`src/rtl/mem_access_ctrl.sv`:
```
`timescale 1ns/1ps
// mem_access_ctrl
//   Memory-stage controller that sits in front of the load byte/half extractor.
//   It accepts one load or store per handshake and issues a word-aligned
//   request to the data cache. For stores it generates the byte mask and the
//   lane-aligned data. For loads it waits for the cache word, then presents
//   word + offset + funct3 + rd to the extractor for one cycle. The pipeline
//   is stalled whenever the controller is not idle.
//
//   Optional build macro MISALIGN_TRAP_EN:
//     Misaligned halfword (offset 3) and word (offset != 0) accesses are
//     accepted but never issued. A one-cycle 'misalign' pulse follows the
//     acceptance instead. Without the macro there is no misalign port, and
//     misaligned accesses are issued using the normal lane rules.
//
// Ports
//   clk, reset_n                  clock, asynchronous active-low reset
//   req_valid / req_ready         pipeline op handshake (ready only when idle)
//   req_is_load / req_is_store    op kind (load wins if both are set)
//   req_addr, req_wdata           byte address, unshifted store data (rs2)
//   req_funct3, req_rd            RV32 funct3, load destination register
//   dc_req_valid / dc_req_ready   cache request handshake
//   dc_addr, dc_we                word-aligned address, write enable
//   dc_wmask, dc_wdata            byte-lane enables, lane-aligned store data
//   dc_resp_valid, dc_resp_data   cache load response
//   ld_valid                      one-cycle pulse: load result is valid
//   ld_mem_output, ld_offset      registered cache word, addr[1:0] of the load
//   ld_funct3, ld_rd              funct3 and rd of the load
//   stall                         high whenever the controller is not idle
//   misalign                      (MISALIGN_TRAP_EN only) misaligned op pulse
module mem_access_ctrl #(
  parameter int unsigned ADDR_W = 32,
  parameter int unsigned DATA_W = 32
) (
  input  logic              clk,
  input  logic              reset_n,
  input  logic              req_valid,
  output logic              req_ready,
  input  logic              req_is_load,
  input  logic              req_is_store,
  input  logic [ADDR_W-1:0] req_addr,
  input  logic [DATA_W-1:0] req_wdata,
  input  logic [2:0]        req_funct3,
  input  logic [4:0]        req_rd,
  output logic              dc_req_valid,
  input  logic              dc_req_ready,
  output logic [ADDR_W-1:0] dc_addr,
  output logic              dc_we,
  output logic [3:0]        dc_wmask,
  output logic [DATA_W-1:0] dc_wdata,
  input  logic              dc_resp_valid,
  input  logic [DATA_W-1:0] dc_resp_data,
  output logic              ld_valid,
  output logic [DATA_W-1:0] ld_mem_output,
  output logic [1:0]        ld_offset,
  output logic [2:0]        ld_funct3,
  output logic [4:0]        ld_rd,
  output logic              stall
`ifdef MISALIGN_TRAP_EN
  ,
  output logic              misalign
`endif
);

  typedef enum logic [1:0] {
    IDLE = 2'd0,
    REQ  = 2'd1,
    WAIT = 2'd2,
    DONE = 2'd3
  } state_t;

  state_t state, state_next;

  logic [ADDR_W-1:0] addr_q;
  logic              we_q;
  logic [3:0]        wmask_q;
  logic [DATA_W-1:0] wdata_q;
  logic [1:0]        off_q;
  logic [2:0]        funct3_q;
  logic [4:0]        rd_q;

  logic [1:0]        off;
  logic              size_b;
  logic              size_h;
  logic [3:0]        st_mask;
  logic [DATA_W-1:0] st_data;
  logic              accept;
  logic              issue;

  assign off    = req_addr[1:0];
  assign accept = (state == IDLE) && req_valid && (req_is_load || req_is_store);

  // Access size. Loads use funct3[1:0] so LBU/LHU size like LB/LH; any
  // encoding that is not byte or half is handled as a word.
  always_comb begin
    size_b = 1'b0;
    size_h = 1'b0;
    if (req_is_load) begin
      size_b = (req_funct3[1:0] == 2'b00);
      size_h = (req_funct3[1:0] == 2'b01);
    end else begin
      size_b = (req_funct3 == 3'b000);
      size_h = (req_funct3 == 3'b001);
    end
  end

  always_comb begin
    st_mask = 4'b1111;
    st_data = req_wdata;
    if (size_b) begin
      st_mask = 4'b0001 << off;
      st_data = {4{req_wdata[7:0]}};
    end else if (size_h) begin
      case (off)
        2'b00: begin
          st_mask = 4'b0011;
          st_data = {16'h0000, req_wdata[15:0]};
        end
        2'b01: begin
          st_mask = 4'b0110;
          st_data = {8'h00, req_wdata[15:0], 8'h00};
        end
        default: begin
          st_mask = 4'b1100;
          st_data = {req_wdata[15:0], 16'h0000};
        end
      endcase
    end
  end

`ifdef MISALIGN_TRAP_EN
  logic misaligned;
  logic misalign_q;

  assign misaligned = (size_h && (off == 2'b11)) ||
                      (!size_b && !size_h && (off != 2'b00));
  assign issue      = accept && !misaligned;
  assign misalign   = misalign_q;

  always_ff @(posedge clk or negedge reset_n) begin
    if (!reset_n) begin
      misalign_q <= 1'b0;
    end else begin
      misalign_q <= accept && misaligned;
    end
  end
`else
  assign issue = accept;
`endif

  always_ff @(posedge clk or negedge reset_n) begin
    if (!reset_n) begin
      state <= IDLE;
    end else begin
      state <= state_next;
    end
  end

  always_comb begin
    state_next = state;
    case (state)
      IDLE: if (issue)         state_next = REQ;
      REQ:  if (dc_req_ready)  state_next = we_q ? IDLE : WAIT;
      WAIT: if (dc_resp_valid) state_next = DONE;
      DONE:                    state_next = IDLE;
      default:                 state_next = IDLE;
    endcase
  end

  // Request fields are captured at acceptance so they stay stable for the
  // whole REQ phase regardless of what the pipeline drives meanwhile.
  always_ff @(posedge clk or negedge reset_n) begin
    if (!reset_n) begin
      addr_q   <= '0;
      we_q     <= 1'b0;
      wmask_q  <= '0;
      wdata_q  <= '0;
      off_q    <= '0;
      funct3_q <= '0;
      rd_q     <= '0;
    end else if (issue) begin
      addr_q   <= {req_addr[ADDR_W-1:2], 2'b00};
      we_q     <= !req_is_load;
      wmask_q  <= req_is_load ? 4'b0000 : st_mask;
      wdata_q  <= req_is_load ? '0 : st_data;
      off_q    <= off;
      funct3_q <= req_funct3;
      rd_q     <= req_rd;
    end
  end

  // Extractor-facing fields only change when a load completes.
  always_ff @(posedge clk or negedge reset_n) begin
    if (!reset_n) begin
      ld_mem_output <= '0;
      ld_offset     <= '0;
      ld_funct3     <= '0;
      ld_rd         <= '0;
    end else if ((state == WAIT) && dc_resp_valid) begin
      ld_mem_output <= dc_resp_data;
      ld_offset     <= off_q;
      ld_funct3     <= funct3_q;
      ld_rd         <= rd_q;
    end
  end

  assign req_ready    = (state == IDLE);
  assign stall        = (state != IDLE);
  assign dc_req_valid = (state == REQ);
  assign ld_valid     = (state == DONE);
  assign dc_addr      = addr_q;
  assign dc_we        = we_q;
  assign dc_wmask     = wmask_q;
  assign dc_wdata     = wdata_q;

endmodule
```
`config.mk`:
```
export PLATFORM = sky130hd
export DESIGN_NAME = mem_access_ctrl
export DESIGN_NICKNAME = d
export VERILOG_FILES = /design/src/rtl/mem_access_ctrl.sv
export SDC_FILE = /design/constraint.sdc
export NUM_CORES = 1
export LEC_CHECK = 0
export ABC_CLOCK_PERIOD_IN_PS = 2000
export CAP_MARGIN = 20
export CORE_MARGIN = 1.5
export CORE_UTILIZATION = 42
export DETAILED_ROUTE_END_ITERATION = 8
export PLACE_DENSITY = 0.81
export SLEW_MARGIN = 20
export SYNTH_ARGS = -nofsm -noshare
export SYNTH_HDL_FRONTEND = slang
export SYNTH_SLANG_ARGS = --single-unit
export TNS_END_PERCENT = 20
```
`constraint.sdc`:
```
create_clock -name clk -period 2 [get_ports clk]
set_clock_uncertainty 0.1 [all_clocks]
set_input_delay 0.4 -clock clk [delete_from_list [all_inputs] [get_ports clk]]
set_output_delay 0.4 -clock clk [all_outputs]
set_load 0.05 [all_outputs]
```
==> results.txt, run 1 <==
clk slew on worst S/H paths: 50 ps
die area: 0.0126 mm²
fmax: 0.516 GHz
gpl congestion: 0.927
Port Buf Inserts: 223
die height: 112 µm
Layout fillers: 846
setup violators final: 0
ys flop type: dfrtp_1
yosys warns: 0
Num CTS Buffers: 17
Final WS setup: 61.3 ps
Distinct cells, synth: 36
Most Frequent Cell on Critical Path: buf_4
crit path buf inv count: 4
static leakage: 3.66 nW
P_int: 0.00813 W
vias per cell: 5.38
GRT met2 Usage: 40.0%
min cycle time layout: 1940 ps
Max VDD drop: 1.16 mV
DRT Pass-1 Iters: 7
critical path's top delay family: buffers and inverters
Slew @ Worst Pin: 649 ps
FF/Latch Area: 0.00303 mm²
DR iter-0 viols: 276
largest net degree at the start of global routing: 122
CTS tree: done
most frequent cells in the layout: dfrtp_1, clkdlybuf4s50_1, buf_4, dlygate4sd2_1, mux2_2
max incr delay on CP: 380 ps
vias: 4207
first-pass GRT wire length: 23.0 mm
# DRC: 10
diodes inserted: 0
DR WL/cell: 18.4 µm
Yosys reg bits: 121
Clock H-tree levels: 4
Max Slew Vio Count: 0
final period utilization: 96.9%
Mapped Cells: 379
count of final hold-check violations: 28
async set-reset flop share out of synthesis: 100%
failing checks: DRC, hold timing
type of the worst min-delay path: input port to async pin
Worst path slowest cell: dfrtp_1
Max Buffers Root-to-Sink: 2
Design Power: 0.0150 W
total wire length: 14.4 mm
hold buffers post-CTS: 0
share of layout cells above drive strength 1: 26.9%
number of max-cap violations: 0
Reg2Reg Setup Slack: 180 ps
total gr overflow: 0
CP Data Arrival Time: 1440 ps
I/O Pins: 226
Pwr Density: 1870 mW/mm²
total track usage: 23.6%
Reg power frac: 28.2%
Hold Slack: -44.2 ps
area of the multi-input gates: 0.00187 mm²
antenna viol nets, final: 0
startpoint types: flip-flop
sequential area share after synthesis: 60.5%
NetSw: 0.00685 W
Skew-Pair Late Insertion Delay: 400 ps
Clock Power Share: 20.5%
commonest non-fill, non-tap cell in the layout: dfrtp_1
met3 global-route usage: 7.88%
r2r endpoint: dc_wdata[13]
nets: 737
Switching Share: 45.7%
Mapped Area: 0.00500 mm²
met1 Track Usage GR: 27.2%
pre-CTS WS: -394 ps
CP Cell Sequence: buf_4 -> nor2_4 -> buf_4 -> inv_1 -> buf_4
Die Wd: 112 µm
FP Rows: 39
synthesized area per cell: 13.2 µm²
Critical Path RT: 1500 ps
crit-path max FO: 6
vias in the first global route: 4474
Post-synth EDFFs: 0
R2R depth: 7
core area: 0.0115 mm²
Slew HR: 56.7%
Critical Path End Type: primary output
antenna violations before repair: 0
Detailed Place HPWL: 10.6 mm
Top Usage Layer GRT: met2
outcome: finished, violations left
Clock Tree Root: clkbuf_16
synthesis-to-layout area growth: 59.7%
Clock Sinks: 121
Logic pwr share: 51.4%
Crit Path Class: flip-flop to primary output
Initial Utilization: 43.4%
## state kept, by name, summed over array words and instances, names as in the netlist, named ones only
signal         flops
ld_mem_output     32
ld_offset          2
off_q              2
ld_rd              5
dc_wmask           4
rd_q               5
ld_funct3          3
dc_we              1
state              1
funct3_q           3
dc_addr           30
dc_wdata          32
## logic make-up (layout without fill, tap and decap cells)
kind of cell,count (synthesis),count (layout),synth area share (%)
other,1,2,0.0750
AOI/OAI and AO/OA,80,80,11.9
and+or+nand+nor,66,66,6.41
DFF,121,121,60.5
buffers and inverters,29,288,2.65
muxes,82,82,18.5
## per-layer routing
layer	part of all wire, %	vias up
met5	0	-
met4	3.7	0
met3	8.0	47
met2	51	208
met1	37	2071
li1	-	1881
## cell type report
type | count | share of cell area, %
Sequential cell | 121 | 37.9
Timing Repair Buffer | 253 | 28.8
Multi-Input combinational cell | 230 | 23.4
Clock buffer | 24 | 6.03
Tap cell | 143 | 2.24
Clock inverter | 8 | 1.47
Inverter | 3 | 0.141
## power groups by stage
stage | clock network (W) | logic (W) | registers, W
after floorplan | 0 | 0.00155 | 0.00781
after global placement | 0 | 0.00791 | 0.00420
after detailed placement | 0 | 0.00805 | 0.00426
after CTS | 0.00312 | 0.00773 | 0.00422
after global routing | 0.00323 | 0.00800 | 0.00437
final | 0.00306 | 0.00769 | 0.00422
## stage by stage
stage,util [%],TNS [ps],std cells,area (µm²)
after floorplan,-,0,380,5010
after global placement,64.4,-18170,749,7420
after detailed placement,64.4,-22410,749,7420
after CTS,69.1,0,781,7960
after global routing,69.4,-8.88,782,7990
final,69.4,0,782,7990
## what timing repair did
item                                    CTS  global route
endpoints found under the setup margin   52            10
gates resized for setup                  51             4
pin swaps                                 1             1
gates cloned                              0             0
buffers inserted                          0             1
hold endpoints to repair                  0             0
## worst max path at each step
stage               depth (start not counted)      start            to  slack [ps]
finish                                      5  flip-flop         stall          60
detailed placement                          6  req_valid  dc_wdata[11]        -390
global placement                            5  req_valid    dc_addr[2]        -320
floorplan                                   5  flip-flop  dc_wdata[10]          60
global route                                5  flip-flop         stall          -9
CTS                                         5   state[0]         stall         0.6
## synth_stat cells (2+ instances only)
| cell | instances | share of area [%] |
|---|---|---|
| o21ai_1 | 12 | 1.2 |
| inv_1 | 2 | 0.15 |
| a221oi_1 | 15 | 2.6 |
| and2_1 | 2 | 0.25 |
| o21ai_0 | 14 | 1.4 |
| clkbuf_1 | 10 | 0.75 |
| nor2_1 | 11 | 0.83 |
| mux2_1 | 39 | 8.8 |
| nand2_1 | 32 | 2.4 |
| or3_1 | 2 | 0.25 |
| nand3b_1 | 2 | 0.30 |
| and2_0 | 8 | 1.0 |
| buf_4 | 2 | 0.30 |
| a22o_1 | 10 | 1.8 |
| mux2_2 | 43 | 9.7 |
| buf_2 | 13 | 1.3 |
| o31ai_1 | 7 | 1.1 |
| a221o_1 | 8 | 1.6 |
| nor2b_1 | 3 | 0.38 |
| a211oi_1 | 8 | 1.2 |
| dfrtp_1 | 121 | 61 |
(Power assumes the default switching activity.)
==> run 2, diff against run 1 <==
REMOVE_ABC_BUFFERS = 1   (was not set)
==> run 2 against run 1 <==
Compared with the run above: sequential power about the same; the flow finishes with violations (DRC); fmax up 0.91%; register-to-register slack better by 50 ps; hold slack better by 410 ps; global-route usage down 0.31 points; worst setup slack better by 18 ps; combinational power about the same.
==> results.txt, run 2 (synthesis gave the netlist of run 1 again) <==
crit path buf inv count: 4
nets: 746
Post-DP Area: 0.00753 mm²
core area: 0.0115 mm²
die area: 0.0126 mm²
Port Buf Inserts: 223
setup_tns: 0 ps
max incr delay on CP: 380 ps
crit-path max FO: 6
Initial Utilization: 43.4%
largest net degree at the start of global routing: 69
Critical Path RT: 1500 ps
Max VDD drop: 0.715 mV
fmax: 0.521 GHz
DR iter-0 viols: 276
# DRC: 18
Final Core Density: 70.5%
I/O Pins: 226
Critical Path End Type: primary output
die height: 112 µm
setup violators final: 0
Worst path slowest cell: dfrtp_1
vias: 4140
number of max-cap violations: 0
Layout fillers: 849
Num CTS Buffers: 17
total wire length: 14.5 mm
startpoint types: flip-flop
Crit Path Class: flip-flop to primary output
Skew-Pair Late Insertion Delay: 400 ps
Clock Power Share: 20.6%
antenna violations before repair: 0
Non-Filler Instances: 791
diodes inserted: 0
Clock Sinks: 121
NetSw: 0.00687 W
Die Wd: 112 µm
outcome: finished, violations left
first-pass GRT wire length: 22.9 mm
share of layout cells above drive strength 1: 26.4%
most frequent cells in the layout: dfrtp_1, clkdlybuf4s50_1, buf_4, dlygate4sd2_1, mux2_2
FP Rows: 39
CTS tree: done
Pwr Density: 1850 mW/mm²
cell area after layout: 0.00812 mm²
Detailed Place HPWL: 10.3 mm
type of the worst min-delay path: input port to async pin
synthesis-to-layout area growth: 62.3%
CP Data Arrival Time: 1420 ps
vias in the first global route: 4422
vias per cell: 5.23
post-CTS setup buffer count: 0
Clock H-tree levels: 4
Slew @ Worst Pin: 520 ps
area of the multi-input gates: 0.00186 mm²
antenna viol nets, final: 0
Reg power frac: 28.0%
gpl congestion: 0.870
static leakage: 3.72 nW
clk slew on worst S/H paths: 60 ps
CP Cell Sequence: buf_4 -> nor2_4 -> buf_4 -> inv_1 -> buf_4
FF/Latch Area: 0.00303 mm²
Max Buffers Root-to-Sink: 2
DRT Pass-1 Iters: 7
count of final hold-check violations: 0
Clock Tree Root: clkbuf_16
P_int: 0.00811 W
placed cells: 757
commonest non-fill, non-tap cell in the layout: dfrtp_1
Max Slew Vio Count: 0
Slew HR: 65.5%
min cycle time layout: 1920 ps
Hold Slack: 361 ps
final period utilization: 96.1%
critical path's top delay family: buffers and inverters
Switching Share: 45.9%
failing checks: DRC
DR WL/cell: 18.3 µm
total track usage: 23.3%
Most Frequent Cell on Critical Path: buf_4
RSZ-0062 raised after global routing: no
Logic pwr share: 51.3%
total gr overflow: 0
run 2: cell types whose count changed in the layout (fill, tap and decap cells not counted), moves of 3 or more:
cell / previous run / this run
buf_4: 88 / 84
clkinvlp_4: 1 / 4
dlygate4sd2_1: 50 / 60
clkinv_2: 4 / 1
run 2: stage by stage:
| step | setup WS [ps] | power, W |
|---|---|---|
| after global placement | -365 | 0.0122 |
| after detailed placement | -377 | 0.0123 |
| after CTS | 26.4 | 0.0150 |
| after floorplan | -675 | 0.00931 |
| final | 78.9 | 0.0150 |
| after global routing | 18.3 | 0.0156 |
run 2: worst paths after layout:
check                      slack, ps  depth (start not counted)           end
setup reg to reg                 230                          5  dc_wdata[14]
setup / recovery                  80                          5         stall
hold / removal                   360                          2   dc_addr[28]
max in group asynchronous        840                          3   funct3_q[2]
min in group clk                 390                          1   dc_addr[23]
hold reg to reg                  390                          1   dc_addr[23]
run 2: repair_timing:
item	4_1_cts	5_1_grt
pin swaps	0	0
hold buffers	1	0
cloned	0	1
resized for setup	61	4
endpoints found under the setup margin	61	6
endpoints found under the hold margin	26	0
run 2: power groups by stage:
stage,clock network [W],logic (W),registers [W]
after floorplan,0,0.00151,0.00781
after global placement,0,0.00799,0.00418
after detailed placement,0,0.00809,0.00425
after CTS,0.00314,0.00769,0.00420
after global routing,0.00327,0.00801,0.00435
final,0.00309,0.00769,0.00420
run 2: routing by layer:
| metal | track usage, % | vias up | wire length, µm |
|---|---|---|---|
| li1 | - | 1900 | - |
| met1 | 27.8 | 2016 | 5770 |
| met2 | 41.1 | 210 | 7360 |
| met3 | 5.89 | 14 | 1220 |
| met4 | 8.02 | 0 | 156 |
| met5 | 0 | - | 0 |
run 2: final cells by class:
type,instances,share of cell area (%)
multi-input cells,230,23.0
clock inverters,10,1.76
clock buffers,22,5.72
well taps,143,2.20
inverters,3,0.139
repair buffers,262,29.9
flip-flops and latches,121,37.3
run 2: worst register-to-register path, cell delays in order (launching register included):
cell and delay, ps:
dfrtp_1 380, buf_4 170, nor2_4 120, nand4b_1 220, a21oi_2 460, a221o_1 250
==> run 3, diff against run 2 <==
CORE_MARGIN = 2   (was 1.5)
==> run 3 against run 2 <==
Compared with the run above: critical endpoint is now dc_wdata[14]; the flow still finishes with violations (DRC); design area is 0.62% lower; flip-flop and latch count unchanged; sequential power about the same; register-to-register slack worse by 90 ps; combinational power fell by 1%; sequential share of layout area up 0.23 points; cell count is 0.88% lower; worst setup slack improved by 22 ps; via count is the same.
==> results.txt, run 3 (synthesis gave the netlist of run 1 again) <==
outcome: finished, violations left
failing checks: DRC
Max VDD drop: 0.909 mV
Hold Slack: 260 ps
setup_tns: 0 ps
gpl congestion: 0.897
Clock H-tree levels: 4
diodes inserted: 0
first-pass GRT wire length: 23.4 mm
share of layout cells above drive strength 1: 25.1%
Slew HR: 64.7%
Clock Tree Root: clkbuf_16
antenna violations before repair: 0
RSZ-0062 raised after global routing: no
fmax: 0.526 GHz
Max Buffers Root-to-Sink: 2
min cycle time layout: 1900 ps
Logic pwr share: 50.9%
Die Wd: 113 µm
Pwr Density: 1850 mW/mm²
total gr overflow: 0
Skew-Pair Late Insertion Delay: 400 ps
CP Cell Sequence: clkdlybuf4s50_1 -> buf_4 -> nand4b_1 -> buf_4 -> a21oi_2 -> a221o_1
Worst path slowest cell: clkdlybuf4s50_1
Switching Share: 45.6%
post-CTS setup buffer count: 0
type of the worst min-delay path: input port to async pin
synthesis-to-layout area growth: 61.3%
CTS tree: done
final period utilization: 95.0%
DR iter-0 viols: 327
critical path launch point: req_is_load
crit-path max FO: 8
critical path's top delay family: buffers and inverters
I/O Pins: 226
P_int: 0.00813 W
count of final hold-check violations: 0
core area: 0.0115 mm²
vias: 4140
die height: 113 µm
commonest non-fill, non-tap cell in the layout: dfrtp_1
most frequent cells in the layout: dfrtp_1, clkdlybuf4s50_1, buf_4, dlygate4sd2_1, mux2_2
NetSw: 0.00683 W
Num CTS Buffers: 17
crit path buf inv count: 3
clk slew on worst S/H paths: 50 ps
Design Power: 0.0150 W
Clock Sinks: 121
total wire length: 14.6 mm
Critical Path End Type: flip-flop
DRT Pass-1 Iters: 9
vias in the first global route: 4422
Detailed Place HPWL: 10.8 mm
max incr delay on CP: 460 ps
Slew @ Worst Pin: 532 ps
nets: 741
number of max-cap violations: 0
Clock Power Share: 20.9%
FP Rows: 39
Critical Path RT: 2230 ps
setup violators final: 0
startpoint types: input port
Initial Utilization: 43.4%
# DRC: 17
antenna viol nets, final: 0
vias per cell: 5.28
Crit Path Class: input port to flip-flop
static leakage: 3.70 nW
largest net degree at the start of global routing: 74
DR WL/cell: 18.6 µm
CP Data Arrival Time: 2130 ps
die area: 0.0128 mm²
Most Frequent Cell on Critical Path: buf_4
Max Slew Vio Count: 0
Final Core Density: 70.1%
Port Buf Inserts: 223
total track usage: 23.4%
Reg power frac: 28.2%
## run 3: cell count changes in the layout (fill, tap and decap cells not counted), moves of 2 or more
cell	previous run	this run
buf_4	84	75
dlygate4sd2_1	60	64
clkbuf_8	2	5
buf_12	6	8
clkbuf_1	3	1
clkinvlp_4	4	2
## run 3: metal layers
layer | global-route usage, % | routed length [µm]
met3 | 6.16 | 1180
met5 | 0 | 0
met2 | 39.0 | 7130
met1 | 29.0 | 5920
met4 | 9.59 | 384
## run 3: final cells by class
type,count,area (µm²)
Clock buffer,23,498
Clock inverter,7,115
Fill cell,858,3450
Inverter,3,11.3
Multi-Input combinational cell,230,1850
Sequential cell,121,3030
Tap cell,143,179
Timing Repair Buffer,257,2380
## run 3: worst reg2reg max path: stages, from the launching register on
cell and delay [ps]:
dfrtp_1 460, nor2_2 170, nand4b_1 230, buf_4 220
a21oi_2 380, a221o_1 240
## run 3: repair_timing
action | 4_1_cts | 5_1_grt
endpoints found under the setup margin | 64 | 1
endpoints found under the hold margin | 48 | 0
hold buffers | 1 | 0
gates resized for setup | 64 | 1
## run 3: stage by stage
| step | cell area [µm²] | cells | setup WS, ps |
|---|---|---|---|
| floorplan | 4880 | 354 | -675 |
| global placement | 7520 | 753 | -215 |
| detailed placement | 7520 | 753 | -267 |
| CTS | 8070 | 784 | 82.3 |
| global route | 8070 | 784 | 43.4 |
| finish | 8070 | 784 | 100 |
## run 3: final timing paths
check / end / slack, ps / depth (start not counted)
setup reg to reg: dc_wdata[14] / 140 / 5
min in group clk: dc_addr[26] / 380 / 1
setup / recovery: dc_wdata[14] / 100 / 6
max in group asynchronous: ld_mem_output[30] / 950 / 3
hold / removal: dc_addr[19] / 260 / 2
hold reg to reg: dc_addr[26] / 380 / 1
## run 3: power by group through the flow
stage	sequential (W)	combinational, W	clock (W)
3_5_place_dp	0.00427	0.00811	0
3_3_place_gp	0.00420	0.00798	0
6_report	0.00422	0.00761	0.00313
4_1_cts	0.00422	0.00767	0.00318
2_1_floorplan	0.00781	0.00151	0
5_1_grt	0.00437	0.00792	0.00331
